$ cat src/rtl/alu_seq.sv
`default_nettype none
// ============================================================================
// Module  : alu_seq
// Brief   : Registered 15-op ALU plus iterative unsigned MUL/DIV, START/BUSY/DONE.
// Rev     : 1.0  initial release
// ============================================================================
module alu_seq #(
    parameter int WIDTH = 8,
    parameter int CNT_W = $clog2(WIDTH + 1)
) (
    input  logic             clk,
    input  logic             rst_n,
    input  logic             start,
    input  logic [4:0]       sel,
    input  logic [WIDTH-1:0] a,
    input  logic [WIDTH-1:0] b,
    input  logic             cin,
    output logic             busy,
    output logic             done,
    output logic [WIDTH-1:0] result,
    output logic [WIDTH-1:0] result_hi,
    output logic             c,
    output logic             z,
    output logic             div0
);
    localparam logic [4:0] OP_MUL = 5'h10;
    localparam logic [4:0] OP_DIV = 5'h11;

    typedef enum logic [1:0] {
        S_IDLE = 2'd0,
        S_EXEC = 2'd1,
        S_ITER = 2'd2,
        S_FIN  = 2'd3
    } state_t;

    state_t           state_q, state_d;
    logic [4:0]       sel_q, sel_d;
    logic [WIDTH-1:0] a_q, a_d, b_q, b_d;
    logic             cin_q, cin_d;
    logic [CNT_W-1:0] cnt_q, cnt_d;
    // hi/lo: product or remainder/quotient while iterating, then the pending result
    logic [WIDTH-1:0] hi_q, hi_d, lo_q, lo_d;
    logic             pc_q, pc_d, pz_q, pz_d, pd_q, pd_d;
    logic [WIDTH-1:0] res_q, res_d, rhi_q, rhi_d;
    logic             c_q, c_d, z_q, z_d, div0_q, div0_d, done_q, done_d;

    logic [WIDTH:0]   ext;
    logic [WIDTH-1:0] op_res, op_hi;
    logic             op_c, op_z, op_div0;
    logic [WIDTH:0]   sum, sh;

    // ext is {C,RESULT} for the single-cycle set
    always_comb begin
        ext     = '0;
        op_hi   = '0;
        op_z    = 1'b0;
        op_div0 = 1'b0;
        case (sel_q)
            5'h00:        ext = {1'b0, a_q} + {1'b0, b_q};
            5'h01:        ext = {1'b0, a_q} + {1'b0, b_q} + {{WIDTH{1'b0}}, cin_q};
            5'h02, 5'h04: ext = {1'b0, a_q} - {1'b0, b_q};
            5'h03:        ext = {1'b0, a_q} - {1'b0, b_q} - {{WIDTH{1'b0}}, cin_q};
            5'h05, 5'h08: ext = {1'b0, a_q & b_q};
            5'h06:        ext = {1'b0, a_q | b_q};
            5'h07:        ext = {1'b0, a_q ^ b_q};
            5'h09:        ext = {a_q, cin_q};
            5'h0A:        ext = {a_q[0], cin_q, a_q[WIDTH-1:1]};
            5'h0B:        ext = {a_q[WIDTH-1], a_q[WIDTH-2:0], a_q[WIDTH-1]};
            5'h0C:        ext = {a_q[0], a_q[0], a_q[WIDTH-1:1]};
            5'h0D:        ext = {a_q[0], a_q[WIDTH-1], a_q[WIDTH-1:1]};
            5'h0E:        ext = {1'b0, b_q};
            OP_MUL:       op_z = 1'b1;
            OP_DIV: begin
                ext     = {1'b1, {WIDTH{1'b1}}};
                op_hi   = a_q;
                op_div0 = 1'b1;
            end
            default:      ext = '0;
        endcase
        op_res = ext[WIDTH-1:0];
        op_c   = ext[WIDTH];
        if (sel_q <= 5'h0D) begin
            op_z = (ext == '0);
        end
    end

    always_comb begin
        state_d = state_q;
        sel_d   = sel_q;
        a_d     = a_q;
        b_d     = b_q;
        cin_d   = cin_q;
        cnt_d   = cnt_q;
        hi_d    = hi_q;
        lo_d    = lo_q;
        pc_d    = pc_q;
        pz_d    = pz_q;
        pd_d    = pd_q;
        res_d   = res_q;
        rhi_d   = rhi_q;
        c_d     = c_q;
        z_d     = z_q;
        div0_d  = div0_q;
        done_d  = 1'b0;
        sum     = {1'b0, hi_q} + (lo_q[0] ? {1'b0, a_q} : '0);
        sh      = {hi_q, lo_q[WIDTH-1]};
        case (state_q)
            S_IDLE: begin
                if (start) begin
                    sel_d   = sel;
                    a_d     = a;
                    b_d     = b;
                    cin_d   = cin;
                    cnt_d   = CNT_W'(WIDTH);
                    hi_d    = '0;
                    lo_d    = (sel == OP_MUL) ? b : a;
                    state_d = ((sel == OP_MUL || sel == OP_DIV) && b != '0) ? S_ITER : S_EXEC;
                end
            end
            S_EXEC: begin
                hi_d    = op_hi;
                lo_d    = op_res;
                pc_d    = op_c;
                pz_d    = op_z;
                pd_d    = op_div0;
                state_d = S_FIN;
            end
            S_ITER: begin
                if (cnt_q != '0) begin
                    cnt_d = cnt_q - CNT_W'(1);
                    if (sel_q == OP_MUL) begin
                        hi_d = sum[WIDTH:1];
                        lo_d = {sum[0], lo_q[WIDTH-1:1]};
                    end else if (sh >= {1'b0, b_q}) begin
                        // remainder < B before the shift, so the difference fits WIDTH bits
                        hi_d = sh[WIDTH-1:0] - b_q;
                        lo_d = {lo_q[WIDTH-2:0], 1'b1};
                    end else begin
                        hi_d = sh[WIDTH-1:0];
                        lo_d = {lo_q[WIDTH-2:0], 1'b0};
                    end
                end else begin
                    pc_d    = (sel_q == OP_MUL) && (hi_q != '0);
                    pz_d    = (sel_q == OP_MUL) ? ({hi_q, lo_q} == '0) : (lo_q == '0);
                    pd_d    = 1'b0;
                    state_d = S_FIN;
                end
            end
            S_FIN: begin
                res_d   = lo_q;
                rhi_d   = hi_q;
                c_d     = pc_q;
                z_d     = pz_q;
                div0_d  = pd_q;
                done_d  = 1'b1;
                state_d = S_IDLE;
            end
            default: state_d = S_IDLE;
        endcase
    end

    always_ff @(posedge clk or negedge rst_n) begin
        if (!rst_n) begin
            state_q <= S_IDLE;
            sel_q   <= '0;
            a_q     <= '0;
            b_q     <= '0;
            cin_q   <= 1'b0;
            cnt_q   <= '0;
            hi_q    <= '0;
            lo_q    <= '0;
            pc_q    <= 1'b0;
            pz_q    <= 1'b0;
            pd_q    <= 1'b0;
            res_q   <= '0;
            rhi_q   <= '0;
            c_q     <= 1'b0;
            z_q     <= 1'b0;
            div0_q  <= 1'b0;
            done_q  <= 1'b0;
        end else begin
            state_q <= state_d;
            sel_q   <= sel_d;
            a_q     <= a_d;
            b_q     <= b_d;
            cin_q   <= cin_d;
            cnt_q   <= cnt_d;
            hi_q    <= hi_d;
            lo_q    <= lo_d;
            pc_q    <= pc_d;
            pz_q    <= pz_d;
            pd_q    <= pd_d;
            res_q   <= res_d;
            rhi_q   <= rhi_d;
            c_q     <= c_d;
            z_q     <= z_d;
            div0_q  <= div0_d;
            done_q  <= done_d;
        end
    end

    assign busy      = (state_q != S_IDLE);
    assign done      = done_q;
    assign result    = res_q;
    assign result_hi = rhi_q;
    assign c         = c_q;
    assign z         = z_q;
    assign div0      = div0_q;

endmodule
`default_nettype wire

$ cat config.mk
export PLATFORM = sky130hd
export DESIGN_NAME = alu_seq
export DESIGN_NICKNAME = d
export VERILOG_FILES = /design/src/rtl/alu_seq.sv
export SDC_FILE = /design/constraint.sdc
export NUM_CORES = 1
export LEC_CHECK = 0
export BUFFER_PORTS_ARGS = -buffer_cell sky130_fd_sc_hd__buf_2
export CELL_PAD_IN_SITES_DETAIL_PLACEMENT = 1
export CELL_PAD_IN_SITES_GLOBAL_PLACEMENT = 2
export CORE_MARGIN = 5
export CORE_UTILIZATION = 42
export CTS_BUF_LIST = sky130_fd_sc_hd__clkbuf_4 sky130_fd_sc_hd__clkbuf_8
export DETAILED_ROUTE_END_ITERATION = 7
export PLACE_DENSITY = 0.86
export SETUP_SLACK_MARGIN = 0.2
export SKIP_LAST_GASP = 1
export SYNTH_ARGS = -nofsm -noshare
export SYNTH_HDL_FRONTEND = slang
export SYNTH_SLANG_ARGS = --single-unit
$ cat constraint.sdc
create_clock -name clk -period 8.2 [get_ports clk]
set_clock_uncertainty 0.2 [all_clocks]
set_input_delay 0 -clock clk [delete_from_list [all_inputs] [get_ports clk]]
set_output_delay 0 -clock clk [all_outputs]
set_load 0.02 [all_outputs]
==> out/results.ini, run 1 <==
[clock_tree]
cts_tree = done
clk_pin_slew_ns = 0.08
cts_setup_buffers = 0
cts-resized-gates = 0
clock_latency_ns = 0.35
htree_levels = 3
cts_hold_buffers = 24
cts.sinks = 67
clk_path_buf_depth = 2
clock-root-buffer = clkbuf_8
cts_inserted_buffers = 9

[sta]
post-route-period-util_pct = 51.11
finalMaxSlewViolations = 0
tightestPinTransition_ns = 1.308
fin_tns_setup_ns = 0
setup_viol = 0
fmax_mhz = 238.6
hold_viol_final = 0
slew_headroom_pct = 11.84
min_period_ns = 4.191
rsz0062_at_grt = false

[yosys]
syn_inst = 669
yosysTopAreaCellShare_pct = 28.45
syn-cell-area_um2 = 5893
yosys-top-cells-area = dfrtp_1 (28%), ha_1 (11%), mux2_2 (8.2%)
ys_warn_count = 0
synth_compound_area_share_pct = 21.93
synth.distinct_cells = 73
synth.area.mux_share_pct = 10.76
synth_common_cells = dfrtp_1 (67), ha_1 (50), nand2_1 (49), inv_1 (45)
async_flop_share_pct = 100.0
synth_area_per_cell_um2 = 8.809
synth_edf_count = 0
synth_largest_area_cell = dfrtp_1
synth_xor_area_share_pct = 4.883
seq_area_frac_synth_pct = 28.45
synth-seq-cells = 67
synthSimpleGateAreaFrac_pct = 16.31
ys.flop_type = dfrtp_1
synth_top_family_by_area = compound AO/OA/AOI/OAI gates
synth_nets = 748
synthAdderAreaFrac_pct = 11.97
synth.most_common_cell = dfrtp_1

[cells_and_area]
fin_nets = 795
antenna_cells = 0
area_delta_synth_final_pct = 12.76
fillerInstances = 1631
drive_above_1_share_pct = 16.37

[worst_setup_path]
cp_max_fo = 12
rr_endpoint = lo_q[0]
worstRegToRegCells = 11
critPathKind = reg2reg
arrival_ns = 4.18
reg2reg_setup_slack_ns = 4.01
crit_family = compound AO/OA/AOI/OAI gates
r2r-start = b_q[1]
cp_slowest_stage_delay_ns = 1.07
cp-end-kind = flip-flop
cp.buffers_inverters = 1
start_kind = flip-flop
path_cells = inv_1, ha_1, nor2b_1, o21ai_0, a21boi_0, o21ai_0, a21boi_0, o41ai_2, a21oi_1, o22ai_1, o21ai_0
slowest_stage = o41ai_2
required_ns = 8.19
cp_common_cell = o21ai_0

[floorplanning]
die_x_um = 128.5
die_h_um = 128.5
core_area_um2 = 13830
io-pin-count = 46
die_area_um2 = 16500
start_util_pct = 42.62
rows = 43

[global_routing]
grtUsageMet2_pct = 41.59
track_usage_pct = 25.36
grt_max_degree = 68
grt_pass1_wl_mm = 32.73
grt_use_met1_pct = 34.40
grt.overflow.total = 0
grt.met3_usage_pct = 5.313
grt_pass1_vias = 5828
gr-max-usage-layer = met2
antenna_found_initial = 0

[placement]
port_buffers = 45
hpwl_mm = 15.46
gp_congestion = 0.9463

[outcome]
status = finished, final reports clean

[min_path]
hp-class = in2async

[detailed_routing]
wl_mm = 20.74
routed_via_density = 6.182
dr.pass1.iters = 5
ant_nets = 0
drcViolationCount = 0
drt_iter0_drc = 288
vias = 5570
wl_per_cell_um = 23.02

[run]
drv_cap = 0

==> layout by cell type, fill, tap and decap left out, types with 3 or more instances in the layout <==
cell / Yosys / final
mux2i_1: 15 / 15
nor3_1: 20 / 20
fa_1: 4 / 4
nor4_1: 9 / 9
a21o_1: 5 / 5
o21ai_0: 38 / 38
xor2_1: 16 / 16
o22ai_1: 8 / 8
o21bai_1: 7 / 7
nor2b_1: 9 / 9
dlygate4sd3_1: 0 / 24
a211oi_1: 11 / 11
or3_1: 5 / 5
o21a_1: 5 / 5
xnor2_1: 15 / 15
o221ai_1: 4 / 4
a21boi_0: 3 / 3
o2111ai_1: 3 / 3
o211ai_1: 5 / 5
a221oi_1: 10 / 10
buf_2: 4 / 45
nand4_1: 8 / 8
ha_1: 50 / 50
clkbuf_8: 0 / 12
nor3b_1: 3 / 3
a22oi_1: 12 / 12
nand3_1: 13 / 13
nand2b_1: 6 / 6
nor2_1: 40 / 40
dfrtp_1: 67 / 67
mux2_2: 43 / 43
and2_1: 11 / 11
a221o_1: 6 / 6
o31ai_1: 4 / 4
nand2_1: 49 / 49
and3_1: 4 / 4
inv_1: 45 / 45
a21oi_1: 43 / 43
==> metal layers <==
layer | part of all wire, % | up-vias
li1 | - | 2546
met1 | 45 | 2821
met2 | 47 | 174
met3 | 6.5 | 29
met4 | 1.8 | 0
met5 | 0 | -
==> sequential cells by signal, indices dropped and copies added, names as in the netlist <==
name,count
b_q,8
pc_q,1
c,1
cnt_q,4
a_q,8
state_q,2
pd_q,1
result_hi,8
done,1
hi_q,8
pz_q,1
div0,1
lo_q,8
z,1
cin_q,1
result,8
sel_q,5
==> worst max path at each step <==
stage	from	endpoint	slack, ns	depth (start not counted)
floorplan	a_q[0]	pz_q	4.96	11
global route	b_q[1]	hi_q[5]	3.74	11
CTS	b_q[1]	hi_q[1]	4.11	11
detailed placement	b_q[1]	hi_q[5]	4.14	11
finish	b_q[1]	lo_q[0]	4.01	11
global placement	b_q[1]	hi_q[1]	4.22	11
==> final cells by class <==
type	instances	area, µm²	area share [%]
clock buffers	12	165.2	2.485
repair buffers	71	480.5	7.230
flip-flops and latches	67	1677	25.23
well taps	180	225.2	3.389
multi-input cells	522	3881	58.41
clock inverters	4	47.55	0.7155
inverters	45	168.9	2.542
==> kinds of logic (layout without fill, tap and decap cells) <==
logic type | after synthesis | count (layout)
DFF | 67 | 67
muxes | 58 | 58
and+or+nand+nor | 190 | 190
AOI/OAI and AO/OA | 188 | 188
adders and majority gates | 54 | 54
xor gates and xnor gates | 32 | 32
buffers and inverters | 80 | 132
==> metrics by stage <==
step / utilization (%) / cells / hold slack, ns / setup WS (ns) / cell area [µm²]
after floorplan: - / 669 / -0.4956 / 4.957 / 5893
final: 48.06 / 901 / 0.1700 / 4.009 / 6645
after CTS: 48.06 / 901 / 0.2047 / 4.109 / 6645
after detailed placement: 44.78 / 861 / 0.05376 / 4.141 / 6192
after global placement: 44.78 / 861 / 0.04596 / 4.220 / 6192
after global routing: 48.06 / 901 / 0.2486 / 3.739 / 6645
==> worst register-to-register path: cells and delay by family (launching register included) <==
kind / cells / cell delay (ns)
AOI/OAI and AO/OA: 8 / 2.62
DFF: 1 / 0.51
adders and majority gates: 1 / 0.37
buffers and inverters: 1 / 0.19
and+or+nand+nor: 1 / 0.14
Power of run 1 is not shown: default switching activity piles up to over one toggle a cycle in this logic, so the estimate is an artifact.
==> inputs of run 2 (changes only) <==
Settings changed: CORE_UTILIZATION 42 to 39, PLACE_DENSITY 0.86 to 0.81.
Clock period 8.2 ns to 4.3 ns, I/O delays scaled along.
==> run 2 against run 1 <==
  * Critical path depth did not move
  * Register-to-register slack got worse by 3.6 ns
  * Final cell count rose by 1.7%
  * Setup slack got worse by 3.6 ns
  * Utilization fell by 3.5 points
  * Global-route usage fell by 0.94 points
  * Critical path type unchanged
  * Maximum frequency rose by 6.5%
  * Sequential share of layout area fell by 0.18 points
==> out/results.ini, run 2 (synthesis gave the netlist of run 1 again) <==
[detailed_routing]
vias = 5549  ; was 5570
met3_length_um = 990  ; was 1.349 mm
met2_length_mm = 9.828  ; was 9.729 mm
ant_nets = 0  ; unchanged
routed_via_density = 6.058  ; was 6.182
m1WireLength_mm = 9.498  ; was 9.297 mm
drt_iter0_drc = 374  ; was 288
dr.pass1.iters = 5  ; unchanged
top_layer_used = met4  ; unchanged
wl_per_cell_um = 23.04  ; was 23.02 µm
wl_mm = 21.11  ; was 20.74 mm
drcViolationCount = 0  ; unchanged

[worst_setup_path]
r2r-start = a_q[0]  ; was b_q[1]
cp_max_fo = 8  ; was 12
critPathKind = reg2reg  ; unchanged
arrival_ns = 4.03  ; was 4.18 ns
reg2reg_setup_slack_ns = 0.36  ; was 4.01 ns
cp-end-kind = flip-flop  ; unchanged
start_kind = flip-flop  ; unchanged
required_ns = 4.40  ; was 8.19 ns
rr_endpoint = pz_q  ; was lo_q[0]
worstRegToRegCells = 11  ; unchanged

[cells_and_area]
final_common_cell = dfrtp_1  ; unchanged
area_delta_synth_final_pct = 13.57  ; was 12.76%
drive_above_1_share_pct = 17.17  ; was 16.37%
fillerInstances = 1758  ; was 1631
antenna_cells = 0  ; unchanged
fin_nets = 802  ; was 795
final_cell_mix = dfrtp_1 (67), ha_1 (50), nand2_1 (49)  ; unchanged

[sta]
tightestPinTransition_ns = 1.091  ; was 1.308 ns
finalMaxSlewViolations = 0  ; unchanged
min_period_ns = 3.935  ; was 4.191 ns
setup_viol = 0  ; unchanged
hold_viol_final = 0  ; unchanged
fin_tns_setup_ns = 0  ; unchanged
rsz0062_at_grt = false  ; unchanged
fmax_mhz = 254.1  ; was 238.6 MHz
post-route-period-util_pct = 91.52  ; was 51.11%
slew_headroom_pct = 27.08  ; was 11.84%

[clock_tree]
clock-root-buffer = clkbuf_8  ; unchanged
cts-resized-gates = 0  ; unchanged
clock_latency_ns = 0.36  ; was 0.35 ns
cts_hold_buffers = 24  ; unchanged
cts_inserted_buffers = 9  ; unchanged
cts.sinks = 67  ; unchanged
cts_tree = done  ; unchanged
clk_path_buf_depth = 2  ; unchanged
clk_pin_slew_ns = 0.07  ; was 0.08 ns
cts_setup_buffers = 0  ; unchanged
htree_levels = 3  ; unchanged

[floorplanning]
rows = 45  ; was 43
die_area_um2 = 17670  ; was 16500 µm²
io-pin-count = 46  ; unchanged
die_x_um = 132.9  ; was 128.5 µm
start_util_pct = 39.20  ; was 42.62%
die_h_um = 132.9  ; was 128.5 µm
core_area_um2 = 15030  ; was 13830 µm²

[global_routing]
track_usage_pct = 24.42  ; was 25.36%
grt_pass1_vias = 5951  ; was 5828
grt.overflow.total = 0  ; unchanged
antenna_found_initial = 0  ; unchanged
grt_max_degree = 68  ; unchanged
grt_pass1_wl_mm = 33.87  ; was 32.73 mm

[placement]
hpwl_mm = 15.85  ; was 15.46 mm
port_buffers = 45  ; unchanged
gp_congestion = 0.9334  ; was 0.9463

[outcome]
status = finished, final reports clean  ; unchanged

[min_path]
hp-class = in2async  ; unchanged

[run]
drv_cap = 0  ; unchanged

==> run 2: worst max-delay path by stage <==
| stage | from | end | slack, ns |
|---|---|---|---|
| 6_report | a_q[0] | pz_q | 0.36 |
| 3_5_place_dp | a_q[3] | pz_q | 0.40 |
| 2_1_floorplan | a_q[0] | pz_q | 1.06 |
| 3_3_place_gp | a_q[0] | pz_q | 0.53 |
| 4_1_cts | a_q[3] | pz_q | 0.38 |
| 5_1_grt | a_q[0] | pz_q | 0.21 |
==> run 2: area by class of cell <==
class / count / area [µm²] / share of cell area (%)
sequential: 67 / 1677 / 25.05
clock buffer: 11 / 145.1 / 2.169
tap: 188 / 235.2 / 3.515
inverter: 45 / 168.9 / 2.524
timing repair buffer: 78 / 533.0 / 7.964
clock inverter: 5 / 52.55 / 0.7852
multi-input combinational: 522 / 3881 / 57.99
==> run 2: worst max-delay path, cell delays in order, from the launching register on <==
cell,delay (ns)
dfrtp_1,0.52
inv_1,0.12
ha_1,0.27
fa_1,0.46
o21bai_1,0.24
a21oi_1,0.11
xor2_1,0.50
xor2_1,0.18
a221o_1,0.46
or4_1,0.54
nor2_1,0.10
a31o_1,0.16
==> run 2: stage by stage <==
stage	hold WS, ns	setup WS, ns	std cells	area (µm²)	utilization (%)
after floorplan	-0.4956	1.057	669	5893	-
after global placement	0.04953	0.5255	876	6255	41.61
after detailed placement	0.05081	0.4034	876	6255	41.61
after CTS	0.2043	0.3783	916	6693	44.52
after global routing	0.2306	0.2082	916	6693	44.52
final	0.1665	0.3646	916	6693	44.52
==> run 2: metal layers <==
metal  vias to the layer above  GRT usage [%]
li1                       2548              -
met1                      2791          31.98
met2                       160          39.67
met3                        50          4.829
met4                         0          9.527
met5                         -              0
Power of run 2 is left out for the same reason.
